--- config.mk ---
export PLATFORM = sky130hd
export DESIGN_NAME = elevator_ctrl
export DESIGN_NICKNAME = d
export VERILOG_FILES = /design/src/rtl/elevator_ctrl.sv
export SDC_FILE = /design/constraint.sdc
export NUM_CORES = 1
export LEC_CHECK = 0
export BUFFER_PORTS_ARGS = -buffer_cell sky130_fd_sc_hd__buf_2
export CORE_AREA = 3 3 55 57
export DETAILED_ROUTE_END_ITERATION = 10
export DIE_AREA = 0 0 58 60
export PLACE_DENSITY = 0.75
export SKIP_CTS_REPAIR_TIMING = 1
export SLEW_MARGIN = 25
export SYNTH_ARGS = -nofsm -noshare
export SYNTH_HDL_FRONTEND = slang
export SYNTH_SLANG_ARGS = --single-unit
export TNS_END_PERCENT = 50
--- constraint.sdc ---
create_clock -name CK -period 2.17 [get_ports CK]
set_input_delay 0.434 -clock CK [delete_from_list [all_inputs] [get_ports CK]]
set_output_delay 0.434 -clock CK [all_outputs]
set_load 0.03 [all_outputs]
--- src/rtl/elevator_ctrl.sv ---
// SCAN elevator car controller: latches calls, moves one floor per TRAVEL_CYC cycles, dwells DOOR_CYC cycles.
// All outputs are registered; requests are acted on in the same edge they are sampled.
module elevator_ctrl #(
  parameter int NFLOORS    = 4,
  parameter int TRAVEL_CYC = 4,
  parameter int DOOR_CYC   = 3
) (
  input  logic                       CK,
  input  logic                       CLR_N,
  input  logic [NFLOORS-1:0]         REQ,
  output logic [$clog2(NFLOORS)-1:0] FLOOR,
  output logic                       UP,
  output logic                       DN,
  output logic                       DOOR,
  output logic [NFLOORS-1:0]         PEND,
  output logic [1:0]                 STATE
);

  localparam int FW  = $clog2(NFLOORS);
  localparam int TTW = $clog2(TRAVEL_CYC + 1);
  localparam int DTW = $clog2(DOOR_CYC + 1);
  localparam logic [TTW-1:0] TRAV_LD = TTW'(TRAVEL_CYC - 1);
  localparam logic [DTW-1:0] DOOR_LD = DTW'(DOOR_CYC - 1);

  typedef enum logic [1:0] {
    S_IDLE = 2'd0,
    S_UP   = 2'd1,
    S_DN   = 2'd2,
    S_DOOR = 2'd3
  } state_t;

  state_t             state, state_nx;
  logic [FW-1:0]      floor, floor_nx, next_floor;
  logic [NFLOORS-1:0] pend, pend_nx, eff;
  logic [TTW-1:0]     ttmr, ttmr_nx;
  logic [DTW-1:0]     dtmr, dtmr_nx;
  logic               last_up, last_up_nx;
  logic               ahead_up, ahead_dn, beyond_up, beyond_dn;

  assign eff        = pend | REQ;
  assign next_floor = (state == S_DN) ? floor - FW'(1) : floor + FW'(1);

  // "beyond" looks past the floor the car is about to reach, for the stay-moving decision
  always_comb begin
    ahead_up  = 1'b0;
    ahead_dn  = 1'b0;
    beyond_up = 1'b0;
    beyond_dn = 1'b0;
    for (int i = 0; i < NFLOORS; i++) begin
      if (eff[i]) begin
        if (i > int'(floor))     ahead_up  = 1'b1;
        if (i < int'(floor))     ahead_dn  = 1'b1;
        if (i > int'(floor) + 1) beyond_up = 1'b1;
        if (i < int'(floor) - 1) beyond_dn = 1'b1;
      end
    end
  end

  always_comb begin
    state_nx   = state;
    floor_nx   = floor;
    pend_nx    = eff;
    ttmr_nx    = ttmr;
    dtmr_nx    = dtmr;
    last_up_nx = last_up;
    case (state)
      S_IDLE: begin
        if (eff[floor]) begin
          state_nx       = S_DOOR;
          pend_nx[floor] = 1'b0;
          dtmr_nx        = DOOR_LD;
        end else if (last_up ? ahead_up : ahead_dn) begin
          state_nx = last_up ? S_UP : S_DN;
          ttmr_nx  = TRAV_LD;
        end else if (last_up ? ahead_dn : ahead_up) begin
          state_nx   = last_up ? S_DN : S_UP;
          last_up_nx = ~last_up;
          ttmr_nx    = TRAV_LD;
        end
      end
      S_UP, S_DN: begin
        if (ttmr != '0) begin
          ttmr_nx = ttmr - TTW'(1);
        end else begin
          floor_nx = next_floor;
          ttmr_nx  = TRAV_LD;
          if (eff[next_floor]) begin
            state_nx            = S_DOOR;
            pend_nx[next_floor] = 1'b0;
            dtmr_nx             = DOOR_LD;
          end else if (!((state == S_UP) ? beyond_up : beyond_dn)) begin
            state_nx = S_IDLE;
          end
        end
      end
      S_DOOR: begin
        // A call for the open floor is absorbed and holds the door instead
        pend_nx[floor] = 1'b0;
        if (REQ[floor]) begin
          dtmr_nx = DOOR_LD;
        end else if (dtmr == '0) begin
          state_nx = S_IDLE;
        end else begin
          dtmr_nx = dtmr - DTW'(1);
        end
      end
      default: state_nx = S_IDLE;
    endcase
  end

  always_ff @(posedge CK or negedge CLR_N) begin
    if (!CLR_N) begin
      state   <= S_IDLE;
      floor   <= '0;
      pend    <= '0;
      ttmr    <= '0;
      dtmr    <= '0;
      last_up <= 1'b1;
    end else begin
      state   <= state_nx;
      floor   <= floor_nx;
      pend    <= pend_nx;
      ttmr    <= ttmr_nx;
      dtmr    <= dtmr_nx;
      last_up <= last_up_nx;
    end
  end

  assign FLOOR = floor;
  assign PEND  = pend;
  assign STATE = state;
  assign UP    = (state == S_UP);
  assign DN    = (state == S_DN);
  assign DOOR  = (state == S_DOOR);

endmodule

; ---- Word level (Yosys, flattened, before mapping)
; Cells that the tools add are included.
[classes]
n_eq_ne = 13
muxes = 68
magnitude_cmp = 18
add_sub_neg = 6
reduce_logical = 12
n_bitwise = 9
[op_table]
columns = op, count
row1 = $mux W1, 36
row2 = $gt A1 B32 Y1 const A, 1
row3 = $gt A2 B32 Y1 const A, 1
row4 = $gt A3 B32 Y1 const A, 1
row5 = $mux W2, 16
row6 = $mux W3, 4
row7 = $mux W4, 3
row8 = $pmux W2 S3, 2
row9 = $pmux W4 S3, 1
row10 = $ne A2 B2 Y1 const B, 5
row11 = $ne A3 B3 Y1 const B, 3
row12 = $and A4 B4 Y4, 2
row13 = $not A4 Y4, 2
row14 = $reduce_and A4 Y1, 2
row15 = $bmux W1 S2, 3
row16 = $lt A2 B3 Y1 const B, 2
row17 = $lt A3 B3 Y1 const A, 2
row18 = $pmux W3 S2, 1
row19 = $reduce_and A5 Y1, 1
row20 = $demux W1 S2, 2
row21 = $eq A2 B2 Y1 const B, 2
row22 = $ge A2 B1 Y1 const B, 2
row23 = $gt A2 B2 Y1 const A, 2
row24 = $logic_not A2 Y1, 2
row25 = other kinds (22), 28
[word_totals]
elab_cells = 132
out_inout_bits = 11
register_bits = 14

; ---- Depth between registers and ports, before layout
[logic_depth]
depth_word = 15
mapped_depth = 8
mapped_depth_nobuf = 8

; ---- Worst setup path before layout
; No wires, ideal clock.
[synth_timing]
kind = reg2reg
from = register state[0] (netlist: STATE[0])
to = register dtmr[1]
t_arrival_ns = 2.514
path_buffers = 0
synth_period_minus_slack_ns = 2.635
required_ns = 2.049
setup_time_ns = 0.121
path_stages_with_launch = 9
slack_ns = -0.465
cell_sequence = dfrtp_1 > inv_1 > ha_1 > xor2_1 > ha_1 > mux4_2 > a21oi_1 > or4_1 > o22a_1
[synth_via]
elab_chain_cells = 6
[synth_lines]
columns = item, line
row1 = start: declaration, 32  ; state_t state, state_nx;
row2 = start signal: assignment, 120  ; state <= state_nx;
row3 = $eq A2 B2 Y1 (*), -
row4 = net DN, 13  ; output logic DN,
row5 = $mux W2, 41  ; assign next_floor = (state == S_DN) ? floor - FW'(1) : floor + FW'(1);
row6 = $bmux W1 S2, 87  ; if (eff[next_floor]) begin
row7 = $mux W1 (not written as such), 87
row8 = $ne A2 B2 Y1 (no source line), -
row9 = $reduce_and A4 Y1 (no source line), -
row10 = end signal: assignment, 124  ; dtmr <= dtmr_nx;
row11 = end: declaration, 36  ; logic [DTW-1:0] dtmr, dtmr_nx;
; The timed path passes the listed nets; every way through them passes the cells marked *. The select of a mux whose other input is x is not followed.
; A chain may end at the register's enable or synchronous reset.

; ---- Final worst setup path
[layout_timing]
from = register state[0] (netlist: STATE[0])
to = register dtmr[1]
[layout_via]
elab_chain_cells = 6
[layout_lines]
columns = item, line
row1 = $eq A2 B2 Y1, "41, 66"
row2 = $mux W2, 41
row3 = $bmux W1 S2, 87
row4 = $mux W1 (not written as such), 87
row5 = $ne A2 B2 Y1 (no source line), -
row6 = $reduce_and A4 Y1 (no source line), -
; Parallel ways exist; a longest one is shown, timed or not. The select of a mux whose other input is x is not followed.

==> flow_metrics.tcl <==
set metrics [dict create \
    status "completed" \
    coreArea_um2 2520 \
    post-place-ws_ns -0.0510 \
    grt_pass1_wl_um 5370 \
    synth.top_cell.area_share_pct 25.5 \
    cp-end-kind "flip-flop" \
    die_w_um 58 \
    area_growth_pct 23.9 \
    yosysWarnings 0 \
    synth_edf_count 0 \
    finalSetupViolCount 0 \
    port_buffers 16 \
    syn_inst 140 \
    pin_count 17 \
    ys_async_sr_fraction_pct 100 \
    timing.final.ws_setup_ns 0.0318 \
    clkTransAtPathRegs_ns 0.08 \
    netlist_area_um2 1280 \
    cts.sinks 14 \
    die_area_um2 3480 \
    drt_iter0_markers 49 \
    fin_crit_sh_pct 98.5 \
    cp.required_ns 2.35 \
    grt_max_degree 15 \
    tightest_slew_ns 0.385 \
    yosys.area.top_type "dfrtp_1" \
    crit_path_start_kind "flip-flop" \
    numCtsBuffers 3 \
    syn_avg_cell_area_um2 9.12 \
    hpwl_um 2480 \
    wire_per_inst_um 15.8 \
    reg2reg_to "dtmr[1]" \
    overflow 0 \
    drt_wl_total_um 3220 \
    antenna-diode-count 0 \
    ys.flop_type "dfrtp_1" \
    crit_arrival_ns 2.32 \
    vias_per_cell 6.06 \
    maxClockFrequency_ghz 0.468 \
    crit_type "reg2reg" \
    initial_core_util_pct 50.6 \
    clk_latency_ns 0.29 \
    cts.path.max_buffers 2 \
    routabilityCongestion 0.966 \
    drive_gt1_share_pct 35.3 \
    maxCapViolCount 0 \
    nNetsFinal 192 \
    root_buffer "clkbuf_4" \
    slew_headroom_pct 74.2 \
    num_rows 18 \
    yosysSeqAreaShare_pct 27.5 \
    grt_util_all_layers_pct 20.6 \
    maxSlewViolCount 0 \
    rsz0062_at_grt "true" \
    hold_path_class "in2async" \
    synth_most_common_cell "inv_1" \
    worstRegToRegCells 8 \
    stdcell_area_um2 1580 \
    synthTopCellsByArea "dfrtp_1 25%, ha_1 12%, mux4_2 5.3%" \
    critPathMaxFanout 4 \
    ys_ff_latch 14 \
    r2r-start "STATE[0]" \
    firstDrtPassIters 4 \
    synth_cell_type_count 49 \
    antenna_found_initial 0 \
    syn_nets 158 \
    cts_tree "yes" \
    ff2ff_setup_slack_ns 0.03 \
    synthTopCellsByCount "14 x inv_1, 13 x dfrtp_1, 13 x nor2_1, 12 x ha_1, 9 x a21oi_1" \
    final.setup_skew_ns 0.00441 \
    drc 0 \
    cts_max_level 1 \
    vias 1230 \
    die_y_um 60 \
    min_period_ns 2.14 \
    ant_nets 0 \
    post_dp_cell_area_um2 1510 \
    grt_pass1_vias 1156 \
    hold_viol_final 0 \
]
-- critical path: stages, from the launching register on --
cell	delay, ns
dfrtp_2	0.42
inv_2	0.08
ha_4	0.15
xor2_4	0.18
ha_4	0.23
mux4_2	0.29
a21oi_2	0.09
or4_4	0.42
o22a_1	0.16
-- final cells by class --
class / instances / area [um2]
Clock buffer: 4 / 26.3
Fill cell: 216 / 941
Inverter: 14 / 52.6
Multi-Input combinational cell: 110 / 918
Sequential cell: 14 / 354
Tap cell: 30 / 37.5
Timing Repair Buffer: 31 / 193
-- worst max path at each step --
stage,depth (start not counted),to,from
after CTS,8,STATE[0],STATE[0]
after global routing,8,dtmr[1],STATE[0]
after detailed placement,8,STATE[0],STATE[0]
final,8,dtmr[1],STATE[0]
after floorplan,8,STATE[0],STATE[0]
after global placement,8,STATE[1],STATE[0]
-- flip-flops by register name (all words and copies together), names as in the netlist --
register and flops:
PEND 4, ttmr 3, FLOOR 2, STATE 2, dtmr 2, last_up 1
-- cell families after synthesis --
logic type      synth area share [%]
simple gates                    19.3
compound gates                  24.1
buf+inv                         5.59
flops                           27.5
fa+ha+maj                       11.8
mux                             10.3
xor+xnor                        1.37
-- per-layer routing --
metal  track usage [%]  wire length (um)  vias up
met3              5.18               191        7
met5                 0                 0        -
li1                  -                 -      578
met1              28.0              1420      598
met2              32.6              1560       47
met4              5.63                40        0
-- layout by cell type, fill, tap and decap left out, types with 3 or more instances in the layout --
cell type and instances:
o21ai_0 3, ha_1 10, nor2_1 13, or2_1 3, buf_2 16, nand2_1 8
mux2i_1 3, buf_4 15, dfrtp_1 11, mux4_2 3, inv_1 13, a31oi_1 8
a21oi_1 7, nand2b_1 4, clkbuf_4 3, or2_2 3
-- metrics by stage --
stage / setup TNS [ns] / utilization [%] / instances / hold slack [ns]
finish: 0 / 62.7 / 203 / 0.0300
global route: -0.115 / 62.7 / 203 / 0.0317
CTS: -0.163 / 60.8 / 202 / 0.0310
detailed placement: -0.113 / 59.7 / 198 / 0.359
global placement: 0 / 59.7 / 198 / 0.351
floorplan: -0.535 / - / 140 / 0.138
Power is not shown: default switching activity piles up to over one toggle a cycle in this logic, so the estimate is an artifact.
